===== src/rtl/countdown_pkg.sv =====
// countdown_pkg: shared types and constants for the countdown controller.
//   state_e    - FSM encoding, also driven onto fsm_state
//   CUR_*      - one-hot cursor positions
//   *_MAX      - per-digit BCD upper limits (minute-tens limit is a top parameter)
//   BTN_*      - bit positions of the buttons in the press vector
//   bcd_dec    - one-second BCD decrement with borrow
package countdown_pkg;

  typedef enum logic [1:0] {
    ST_IDLE  = 2'b00,
    ST_RUN   = 2'b01,
    ST_PAUSE = 2'b10,
    ST_ALARM = 2'b11
  } state_e;

  // digit 0 = sec_ones ... digit 3 = min_tens
  typedef logic [3:0][3:0] time_t;

  localparam logic [3:0] CUR_SEC_ONES = 4'b0001;
  localparam logic [3:0] CUR_SEC_TENS = 4'b0010;
  localparam logic [3:0] CUR_MIN_ONES = 4'b0100;
  localparam logic [3:0] CUR_MIN_TENS = 4'b1000;

  localparam logic [3:0] SEC_ONES_MAX     = 4'd9;
  localparam logic [3:0] SEC_TENS_MAX     = 4'd5;
  localparam logic [3:0] MIN_ONES_MAX     = 4'd9;
  localparam int         MIN_TENS_MAX_DEF = 5;

  localparam int BTN_W     = 5;
  localparam int BTN_UP    = 0;
  localparam int BTN_DOWN  = 1;
  localparam int BTN_LEFT  = 2;
  localparam int BTN_RIGHT = 3;
  localparam int BTN_START = 4;

  function automatic logic [1:0] cursor_idx(input logic [3:0] cur);
    logic [1:0] idx;
    case (cur)
      CUR_SEC_TENS: idx = 2'd1;
      CUR_MIN_ONES: idx = 2'd2;
      CUR_MIN_TENS: idx = 2'd3;
      default:      idx = 2'd0;
    endcase
    return idx;
  endfunction

  function automatic logic [3:0] digit_max(input logic [1:0] idx,
                                           input logic [3:0] min_tens_max);
    logic [3:0] lim;
    case (idx)
      2'd0:    lim = SEC_ONES_MAX;
      2'd1:    lim = SEC_TENS_MAX;
      2'd2:    lim = MIN_ONES_MAX;
      default: lim = min_tens_max;
    endcase
    return lim;
  endfunction

  // Caller guarantees t is nonzero, so min_tens never underflows.
  function automatic time_t bcd_dec(input time_t t);
    time_t r;
    r = t;
    if (t[0] != 4'd0) begin
      r[0] = t[0] - 4'd1;
    end else begin
      r[0] = SEC_ONES_MAX;
      if (t[1] != 4'd0) begin
        r[1] = t[1] - 4'd1;
      end else begin
        r[1] = SEC_TENS_MAX;
        if (t[2] != 4'd0) begin
          r[2] = t[2] - 4'd1;
        end else begin
          r[2] = MIN_ONES_MAX;
          r[3] = t[3] - 4'd1;
        end
      end
    end
    return r;
  endfunction

endpackage


===== src/rtl/countdown_ctrl_btn_edge.sv =====
// btn_edge: registers the button vector and flags rising edges.
//   clk, rst_n - clock and async active-low reset
//   btn_i      - debounced level buttons
//   press_o    - high for the cycle in which a button is newly high
// History resets to all ones so a button held through reset is not a press.
module btn_edge
  import countdown_pkg::*;
#(
  parameter int W = BTN_W
) (
  input  logic         clk,
  input  logic         rst_n,
  input  logic [W-1:0] btn_i,
  output logic [W-1:0] press_o
);

  logic [W-1:0] btn_q;
  logic [W-1:0] btn_d;

  always_comb begin
    btn_d = btn_i;
  end

  always_ff @(posedge clk or negedge rst_n) begin
    if (!rst_n) begin
      btn_q <= '1;
    end else begin
      btn_q <= btn_d;
    end
  end

  assign press_o = btn_i & ~btn_q;

endmodule


===== src/rtl/countdown_ctrl.sv =====
// countdown_ctrl: MM:SS countdown timer with edit, pause and alarm.
//   clk, rst_n                   - clock, async active-low reset
//   tick                         - one-cycle 1 Hz enable
//   up/down/left/right/start     - debounced level buttons
//   modify                       - edit enable while idle
//   min_tens..sec_ones           - BCD time
//   cursor                       - one-hot edit position
//   fsm_state                    - current state encoding
//   done                         - pulse in the cycle the last second expires
//   alarm                        - high while alarming
//
// state  | meaning
// IDLE   | editable time, waiting for start
// RUN    | counting down one second per tick
// PAUSE  | frozen; start resumes, down reloads preset
// ALARM  | time expired; leaves on ALARM_SEC ticks or any press
module countdown_ctrl
  import countdown_pkg::*;
#(
  parameter int ALARM_SEC    = 5,
  parameter int MIN_TENS_MAX = MIN_TENS_MAX_DEF
) (
  input  logic       clk,
  input  logic       rst_n,
  input  logic       tick,
  input  logic       up,
  input  logic       down,
  input  logic       left,
  input  logic       right,
  input  logic       start,
  input  logic       modify,
  output logic [3:0] min_tens,
  output logic [3:0] min_ones,
  output logic [3:0] sec_tens,
  output logic [3:0] sec_ones,
  output logic [3:0] cursor,
  output logic [1:0] fsm_state,
  output logic       done,
  output logic       alarm
);

  localparam logic [3:0] MT_MAX     = 4'(MIN_TENS_MAX);
  localparam logic [7:0] ALARM_LOAD = 8'(ALARM_SEC);

  state_e     state_q, state_d;
  time_t      digits_q, digits_d;
  time_t      preset_q, preset_d;
  logic [3:0] cursor_q, cursor_d;
  logic [7:0] alarm_cnt_q, alarm_cnt_d;

  logic [BTN_W-1:0] press;
  logic [1:0]       sel;
  logic [3:0]       lim;
  logic             time_zero;
  logic             last_sec;
  logic             p_up, p_down, p_left, p_right, p_start;

  btn_edge #(.W(BTN_W)) u_btn_edge (
    .clk     (clk),
    .rst_n   (rst_n),
    .btn_i   ({start, right, left, down, up}),
    .press_o (press)
  );

  assign p_up      = press[BTN_UP];
  assign p_down    = press[BTN_DOWN];
  assign p_left    = press[BTN_LEFT];
  assign p_right   = press[BTN_RIGHT];
  assign p_start   = press[BTN_START];
  assign time_zero = (digits_q == '0);
  assign last_sec  = (digits_q == 16'h0001);

  always_ff @(posedge clk or negedge rst_n) begin
    if (!rst_n) begin
      state_q     <= ST_IDLE;
      digits_q    <= '0;
      preset_q    <= '0;
      cursor_q    <= CUR_SEC_ONES;
      alarm_cnt_q <= '0;
    end else begin
      state_q     <= state_d;
      digits_q    <= digits_d;
      preset_q    <= preset_d;
      cursor_q    <= cursor_d;
      alarm_cnt_q <= alarm_cnt_d;
    end
  end

  always_comb begin
    state_d     = state_q;
    digits_d    = digits_q;
    preset_d    = preset_q;
    cursor_d    = cursor_q;
    alarm_cnt_d = alarm_cnt_q;
    done        = 1'b0;
    sel         = cursor_idx(cursor_q);
    lim         = digit_max(sel, MT_MAX);

    case (state_q)
      ST_IDLE: begin
        // start takes the whole cycle; edits in the same cycle are dropped
        if (p_start) begin
          if (!time_zero) begin
            preset_d = digits_q;
            state_d  = ST_RUN;
          end
        end else if (modify) begin
          if (p_up && !p_down) begin
            digits_d[sel] = (digits_q[sel] >= lim) ? 4'd0 : digits_q[sel] + 4'd1;
          end else if (p_down && !p_up) begin
            digits_d[sel] = (digits_q[sel] == 4'd0) ? lim : digits_q[sel] - 4'd1;
          end
          if (p_left && !p_right) begin
            cursor_d = {cursor_q[2:0], cursor_q[3]};
          end else if (p_right && !p_left) begin
            cursor_d = {cursor_q[0], cursor_q[3:1]};
          end
        end
      end

      ST_RUN: begin
        if (tick) begin
          digits_d = bcd_dec(digits_q);
        end
        // expiry beats a same-cycle pause request
        if (tick && last_sec) begin
          done        = 1'b1;
          state_d     = ST_ALARM;
          alarm_cnt_d = ALARM_LOAD;
        end else if (p_start) begin
          state_d = ST_PAUSE;
        end
      end

      ST_PAUSE: begin
        if (p_start) begin
          state_d = ST_RUN;
        end else if (p_down) begin
          digits_d = preset_q;
          state_d  = ST_IDLE;
        end
      end

      ST_ALARM: begin
        if ((|press) || (tick && alarm_cnt_q <= 8'd1)) begin
          digits_d    = preset_q;
          state_d     = ST_IDLE;
          alarm_cnt_d = '0;
        end else if (tick) begin
          alarm_cnt_d = alarm_cnt_q - 8'd1;
        end
      end

      default: begin
        state_d = ST_IDLE;
      end
    endcase
  end

  assign min_tens  = digits_q[3];
  assign min_ones  = digits_q[2];
  assign sec_tens  = digits_q[1];
  assign sec_ones  = digits_q[0];
  assign cursor    = cursor_q;
  assign fsm_state = state_q;
  assign alarm     = (state_q == ST_ALARM);

endmodule


===== config.mk =====
export PLATFORM = sky130hd
export DESIGN_NAME = countdown_ctrl
export DESIGN_NICKNAME = d
export VERILOG_FILES = /design/src/rtl/countdown_pkg.sv /design/src/rtl/countdown_ctrl_btn_edge.sv /design/src/rtl/countdown_ctrl.sv
export SDC_FILE = /design/constraint.sdc
export NUM_CORES = 1
export LEC_CHECK = 0
export BUFFER_PORTS_ARGS = -buffer_cell sky130_fd_sc_hd__buf_4
export CORE_MARGIN = 5
export CORE_UTILIZATION = 55
export CTS_CLUSTER_DIAMETER = 200
export DETAILED_ROUTE_END_ITERATION = 10
export PLACE_DENSITY = 0.83
export SLEW_MARGIN = 20
export SYNTH_ARGS = -nofsm -noshare
export SYNTH_HDL_FRONTEND = slang
export SYNTH_SLANG_ARGS = --single-unit

===== constraint.sdc =====
create_clock -name clk -period 6.64 [get_ports clk]
set_input_delay 1.328 -clock clk [delete_from_list [all_inputs] [get_ports clk]]
set_output_delay 1.328 -clock clk [all_outputs]
set_load 0.01 [all_outputs]

Yosys cells after proc, flatten, opt, wreduce, memory -nomap -nowiden
Cells that the tools add are included.
- register bits: 51
- ROM bits: 0
- latch bits: 0
- bits in writable memories: 0
- logic and storage cells: 123
- memories kept: 0
- output and inout port bits: 24
- input bits: 9
- div/mod/pow operators: 0
- multiply operators: 0
- add/sub/neg operators: 7
- mux-type cells: 41
- reductions and logical operators: 31
- bitwise logic cells: 4
- $lt $le $gt $ge: 4
- shift-type cells: 0
- equal/unequal tests: 24
- operators by type and width (cell ; count):
    16-bit two-way mux ; 8
    16-bit case mux with 4 select lines ; 1
    4-bit two-way mux ; 11
    16-bit bitwise mux ; 2
    8-bit two-way mux ; 4
    2-bit != test, second input constant ; 11
    4-bit by 1-bit subtractor with 4-bit output, second input constant ; 5
    16-bit by 1-bit equality test with 1-bit output, second input constant ; 1
    16-bit logical NOT ; 1
    8-bit case mux with 2 select lines ; 1
    2-bit two-way mux ; 7
    12-bit two-way mux ; 1
    4-bit nonzero test ; 3
    10-bit AND reduction ; 1
    3-bit != test, second input constant ; 3
    9-bit AND reduction ; 1
    4-bit binary-select mux with 2-bit select ; 1
    4-bit demux with 2-bit select ; 1
    8-bit by 1-bit less-or-equal comparator with 1-bit output, second input constant ; 1
    2-bit case mux with 4 select lines ; 1
    8-bit AND reduction ; 1
    8-bit by 1-bit subtractor with 8-bit output, second input constant ; 1
    1-bit logical AND ; 7
    7-bit AND reduction ; 1
    other kinds (26) ; 36

Logic depth before layout (Yosys ltp)
Gate-level depths: netlist of run 1.
- depth in word-level cells: 12
- depth in mapped cells: 13
- gate-level depth less buffers: 12

Cells and area by module
Synthesis of run 1 repeated with hierarchy kept, for this count alone.
- cells, all modules: 375
- area total of the unflattened synthesis: 3601.0 sq um
- by module, submodules not included (module ; area each (sq um) ; seq. area each (sq um) ; instances ; cells an instance):
    countdown_ctrl ; 3400.8 ; 1152.4 ; 1 ; 365
    btn_edge ; 200.2 ; 131.4 ; 1 ; 10

Least setup slack after synthesis of run 1
Ideal clock, no wire load.
- path type: input to output
- start: in tick
- end: out done
- stages on the path: 4
- path buffers: 0
- data arrival time: 1.965 ns
- required time: 5.312 ns
- slack: 3.347 ns
- path through: nand2_1 > nor3_1 > inv_1 > nor2_1
- word-level cells in the longest chain between the ends: 3
- ends and longest elaborated chain (what ; RTL line ; source):
    start: declaration ; countdown_ctrl.sv:25 ; input logic tick,
    1-bit logical AND ; countdown_ctrl.sv:126 ; if (tick && last_sec) begin
    1-bit two-way mux ; countdown_ctrl.sv:126 ;
    1-bit two-way mux ; countdown_ctrl.sv:99 ; case (state_q)
    end: declaration ; countdown_ctrl.sv:38 ; output logic done,
No other way between the ends.

==> results.md, run 1 <==
- Outcome: finished clean
- CTS Buf Count: 5
- Endpoints failing setup: 0
- Max Slew Vio Count: 0
- Commonest cells after routing, fill and taps aside: dfrtp_1 (45), nand2_1 (35), buf_4 (34), o21ai_0 (27), nor2_1 (26)
- FF+latch count, synth: 51
- Worst skew pair latency: 0.31 ns
- Multi-input logic area: 1916 sq um
- Synth top area share: between 30% and 40%
- Worst Max-Slew Pin Slew: between 0.9 and 1 ns
- H-tree Lvls: 2
- CTS clk-pin slew, worst paths: around 0.08 ns
- Mapped Cells: roughly 360
- Vias in the first global route: roughly 2700
- Worst Skew: about 0.007 ns
- DRT antenna net count: 0
- CP top delay family: compound AO/OA/AOI/OAI gates
- Core ar.: 5921 sq um
- Synth async-reset ratio: between 90% and 100%
- Final setup TNS: 0 ns
- FF-to-FF path depth: 12
- Clk sinks: 51
- P_leak: between 0.0015 and 0.002 uW
- RD Place Congestion: 0.9245
- DRT iter0 DRCs: around 280
- Hold Crit Class: flop to flop
- Die area: between 7000 and 8000 sq um
- Critical Path RT: 6.88 ns
- ANT cells: 0
- Critical Path, Cell by Cell: nor4b_4 -> a21oi_2 -> a222oi_1 -> inv_2 -> ha_1 -> nand2b_1 -> a21o_1 -> a2111oi_0 -> mux2i_1 -> o311ai_1 -> a31oi_1 -> a21oi_1
- Row count: 28
- WL/cell: 17.33 um
- CTS root buf: clkbuf_8
- Port bufs: 32
- Clock Path Buffers: 2
- Residual DRC: 0
- Post-Route WL: approximately 8 mm
- Post-CTS sizing: 0
- Maximum number of pins on one net before global-route repair: 52
- Setup crit end kind: flop
- Worst Hold Depth: 2
- RSZ-0062 raised after global routing: false
- Detail Placement HPWL: between 5 and 6 mm
- Slowest CP cell: a222oi_1
- Fill cell count: ~500
- Min Tclk post-route: a little over 4 ns
- Routed vias/inst: about 6
- R2R setup slack: about 2.5 ns
- Syn_area_per_cell: between 9 and 10 sq um
- Post-synth top flop: dfrtp_1
- Max Fclk: between 0.2 and 0.25 GHz
- First-pass GRT wire length: roughly 13 mm
- Kind of critical path: flop to flop
- Area added between synthesis and finish: 11.12%
- CTS tree: yes
- Fin. Hold Viols: 0
- Final clock period utilization by the worst path: about three fifths
- PD cells: ~420 nW/um^2
- Max-cap violations: 0
- Commonest non-fill, non-tap cell in the layout: dfrtp_1
- Levels on crit path: 12
- Drt first pass iters: 4
- Register area share after synthesis: 38.40%
- Critical Path Source: cursor[1]
- Synth area leaders: dfrtp_1 (34%), ha_1 (6.0%), dfstp_2 (4.7%)
- Yosys top cell by area: dfrtp_1
- Synth Cell Area: about 3300 sq um
- Synth warn: 0
- Final nets: ~400
- Worst-path fanout max: 15
- DIE HEIGHT: about 90 um
- Post-synth EDFFs: 0
- Via Count: approximately 2800
- Buffers plus inverters on the worst setup path: 1
- Total track usage: roughly 22%
- Post-layout instance area: about 3700 sq um
- Cell Area, Placed: roughly 3600 sq um
- Maximum VDD drop: between 150 and 200 uV
- Mapped Nets: 387
- Synth cell types: 61
- Hold_buf cts: 0
- Placed cells: roughly 450
- Worst EP arrival: roughly 4.4 ns
- Initial antenna violation count: 0
- Reg2reg start: cursor[1]
- Horiz. Die Dim: 87.97 um
- CP max stage delay: between 0.7 and 0.8 ns
- Final Instance Count excl. Fillers: about 460
- Congestion Overflow GR: 0
- Relative slew slack: ~38%
- I/O pin cnt: 33
- Post-CTS Setup Inserts: 0
- Layout cells sized above 1: a little over a fifth
- Sequential cell area: around 1300 sq um
- Startpoint types: flop
- Starting Density: roughly 56%
==> area by class of cell <==
cell class,count,share of cell area [%]
multi-input combinational,274,51.57
sequential,51,34.56
timing repair buffer,34,6.871
tap,75,2.526
clock buffer,7,2.324
inverter,20,2.021
clock inverter,1,0.1347
==> where the power goes <==
| group | internal (uW) | switching [uW] |
|---|---|---|
| Clock | 84.2 | 101 |
| Combinational | 356 | 440 |
| Sequential | 420 | 153 |
| Total | 860 | 695 |
==> logic make-up after synthesis <==
| kind of cell | count (synthesis) | share of synthesized area, % |
|---|---|---|
| compound gates | 98 | 20.32 |
| simple gates | 124 | 19.72 |
| mux | 23 | 7.410 |
| flops | 51 | 38.40 |
| fa+ha+maj | 16 | 5.988 |
| xor+xnor | 13 | 3.630 |
| buf+inv | 37 | 4.528 |
==> cells in the mapped netlist (2+ instances only) <==
master	number
dfrtp_1	45
o221ai_1	5
nor2_1	26
o21ai_0	27
mux2_2	14
nor2b_1	3
xnor2_1	8
a22oi_1	2
o311ai_1	2
nand3_1	5
mux2i_1	9
o21a_1	6
o221a_2	2
o31ai_1	4
o31ai_2	2
nor3_1	14
nor3b_1	5
clkbuf_1	12
dfstp_2	6
buf_1	2
ha_1	16
or2_2	4
nand4_1	2
or3_1	4
inv_1	18
xor2_1	4
inv_2	2
a2111oi_0	2
nand3b_1	5
o211ai_1	7
or3b_2	2
a21oi_1	23
and2_1	2
nand2b_1	9
a31oi_1	3
nand2_1	35
==> metal layers <==
layer	GRT usage, %	up-vias	wire length (um)
li1	-	1349	-
met1	29.16	1343	3501
met2	36.37	77	3960
met3	3.669	13	409
met4	8.647	0	134
met5	0	-	0
==> through the flow <==
step / utilization, % / total power (uW) / worst slack (ns) / hold slack, ns
2_1_floorplan: - / 1095 / 3.347 / 0.4501
3_3_place_gp: 61.20 / 1327 / 2.939 / 0.4641
3_5_place_dp: 61.20 / 1361 / 2.666 / 0.4752
4_1_cts: 62.74 / 1550 / 2.581 / 0.4956
5_1_grt: 62.74 / 1667 / 2.180 / 0.5203
6_report: 62.74 / 1555 / 2.531 / 0.4962
==> worst reg2reg max path: stages (launching register included) <==
cell and delay [ns]:
dfrtp_1 0.57, nor4b_4 0.47, a21oi_2 0.14, a222oi_1 0.75
inv_2 0.12, ha_1 0.22, nand2b_1 0.15, a21o_1 0.21
a2111oi_0 0.59, mux2i_1 0.22, o311ai_1 0.23, a31oi_1 0.17
a21oi_1 0.20
==> worst min-delay path by stage <==
stage | from | end | slack, ns
finish | preset_q[4] | preset_q[4] | 0.50
global route | preset_q[8] | preset_q[8] | 0.52
CTS | preset_q[4] | preset_q[4] | 0.50
global placement | preset_q[12] | preset_q[12] | 0.46
detailed placement | preset_q[4] | preset_q[4] | 0.48
floorplan | preset_q[12] | preset_q[12] | 0.45
No activity file was read; power rests on OpenSTA's default activity.
==> run 2, diff against run 1 <==
Clock period 6.64 ns to 3.9 ns, I/O delays scaled along.
==> results.md, run 2 (same netlist as run 1, synthesis figures left out) <==
- Maximum number of pins on one net before global-route repair: 52 (unchanged)
- Layout cells sized above 1: 23.23% (+1.8 points)
- Starting Density: 56.47% (unchanged)
- CP max stage delay: 0.57 ns (-0.18 ns)
- Critical Path RT: 4.14 ns (-2.74 ns)
- Congestion Overflow GR: 0 (unchanged)
- Critical Path Source: cursor[1]
- Min Tclk post-route: 3.475 ns (-0.6341 ns)
- CTS tree: yes
- Post-layout instance area: 3791 sq um (+2.1%)
- DRT antenna net count: 0 (unchanged)
- Clock network power share: 12.3% (+0.4 points)
- Port bufs: 32 (unchanged)
- CP top delay family: compound AO/OA/AOI/OAI gates
- Commonest cells after routing, fill and taps aside: dfrtp_1 (45), buf_4 (43), nand2_1 (35), o21ai_0 (27), nor2_1 (26)
- H-tree Lvls: 2 (unchanged)
- Buffers plus inverters on the worst setup path: 2 (+1)
- DR WL met3: 446 um (+9.0%)
- CTS Buf Count: 5 (unchanged)
- Final nets: 420 (+2.2%)
- Routed wl met2: 3.609 mm (-8.9%)
- Hold_buf cts: 0 (unchanged)
- Commonest non-fill, non-tap cell in the layout: dfrtp_1
- Worst Max-Slew Pin Slew: 0.7289 ns (-0.2084 ns)
- Slowest CP cell: dfrtp_1
- Power, Total: 2708 uW (+74%)
- Vias in the first global route: 2683 (-2.0%)
- Post-CTS sizing: 0 (unchanged)
- RSZ-0062 raised after global routing: false
- P_leak: 0.001630 uW (+3.0%)
- Critical Path, Cell by Cell: nor4b_4 -> a21oi_2 -> a222oi_1 -> buf_4 -> inv_2 -> ha_1 -> nand2b_1 -> a21o_1 -> a2111oi_0 -> mux2i_1 -> o311ai_1 -> a31oi_1 -> a21oi_1
- Setup crit end kind: flop
- Worst Skew: 0.006039 ns (-0.0009789 ns)
- Worst EP arrival: 3.72 ns (-0.63 ns)
- Worst-path fanout max: 15 (unchanged)
- DRT iter0 DRCs: 256 (-9.5%)
- Row count: 28 (unchanged)
- Detail Placement HPWL: 5.837 mm (+1.4%)
- Initial antenna violation count: 0 (unchanged)
- Seq pwr share: 35.3% (-1.6 points)
- Comb power frac: 52.4% (+1.2 points)
- Maximum VDD drop: 413.4 uV (+120%)
- Horiz. Die Dim: 87.97 um (unchanged)
- R2R setup slack: 0.42 ns (-2.11 ns)
- Placed cells: 463 (+2.0%)
- Drt first pass iters: 6 (+2)
- Die area: 7738 sq um (unchanged)
- FF-to-FF path depth: 13 (+1)
- Routed vias/inst: 6.066 (+0.73%)
- Via Count: 2857 (+2.7%)
- CTS root buf: clkbuf_8
- Sw Share: 43.69% (-0.99 points)
- Post-Route WL: 7.892 mm (-1.4%)
- Total track usage: 22.18% (+0.063 points)
- Final clock period utilization by the worst path: 89.11% (+27 points)
- Fin. Hold Viols: 0 (unchanged)
- RD Place Congestion: 0.9204 (-0.44%)
- Clock Path Buffers: 2 (unchanged)
- Clk sinks: 51 (unchanged)
- Area added between synthesis and finish: 13.40%
- Highest metal used: met4
- Startpoint types: flop
- M1 WL: 3.614 mm (+3.2%)
- Kind of critical path: flop to flop
- Max Fclk: 0.2877 GHz (+18%)
- Final setup TNS: 0 ns (unchanged)
- I/O pin cnt: 33 (unchanged)
- WL/cell: 16.76 um (-3.3%)
- CTS clk-pin slew, worst paths: 0.09 ns (about the same)
- Post-Place Worst Slack: 0.4934 ns (-2.172 ns)
- Max Slew Vio Count: 0 (unchanged)
- Hold Crit Class: primary input to asynchronous set/reset pin
- DIE HEIGHT: 87.97 um (unchanged)
- Worst skew pair latency: 0.31 ns (about the same)
- Max-cap violations: 0 (unchanged)
- Cell Area, Placed: 3691 sq um (+1.9%)
- Post-CTS Setup Inserts: 0 (unchanged)
- Outcome: finished clean
- PD cells: 714.3 nW/um^2 (+71%)
- Reg2reg start: cursor[1]
- ANT cells: 0 (unchanged)
- Final Instance Count excl. Fillers: 471 (+1.9%)
- Internal: 1525 uW (+77%)
- First-pass GRT wire length: 13.37 mm (+0.32%)
- Worst setup margin: 0.4246 ns (-2.106 ns)
- Relative slew slack: 51.41% (+14 points)
- Core ar.: 5921 sq um (unchanged)
- Psw: 1183 uW (+70%)
- Endpoints failing setup: 0 (unchanged)
- Residual DRC: 0 (unchanged)
==> run 2: worst reg2reg max path: stages, from the launching register on <==
cell,delay (ns)
dfrtp_1,0.57
nor4b_4,0.47
a21oi_2,0.14
a222oi_1,0.24
buf_4,0.21
inv_2,0.06
ha_1,0.17
nand2b_1,0.14
a21o_1,0.20
a2111oi_0,0.46
mux2i_1,0.17
o311ai_1,0.25
a31oi_1,0.17
a21oi_1,0.17
==> run 2: worst max path at each step <==
stage	end	slack, ns	cells past startpoint
finish	flop	0.42	13
global route	flop	0.05	13
CTS	flop	0.48	13
detailed placement	flop	0.49	13
global placement	flop	0.65	13
floorplan	flop	0.64	13
==> run 2: cell type report <==
type / count / area [sq um]
multi-input cells: 274 / 1916
fillers: 495 / 2130
well taps: 75 / 93.84
clock buffers: 8 / 100.1
repair buffers: 43 / 322.8
inverters: 20 / 75.07
flip-flops and latches: 51 / 1284
==> run 2: metal layers <==
layer / vias up / track usage [%]
met1: 1381 / 31.31
met3: 17 / 3.763
met2: 96 / 34.18
li1: 1363 / -
met4: 0 / 8.368
met5: - / 0
==> run 2: power groups by stage <==
stage	sequential [uW]	combinational, uW	clock (uW)
2_1_floorplan	900	964	0
3_3_place_gp	952	1370	0
3_5_place_dp	958	1410	0
4_1_cts	948	1410	341
5_1_grt	985	1570	367
6_report	955	1420	334
==> run 2: metrics by stage <==
step	utilization (%)	hold WS, ns
6_report	64.03	0.4849
3_5_place_dp	62.34	0.4718
5_1_grt	64.03	0.5146
3_3_place_gp	62.34	0.4639
2_1_floorplan	-	0.4501
4_1_cts	64.03	0.4920
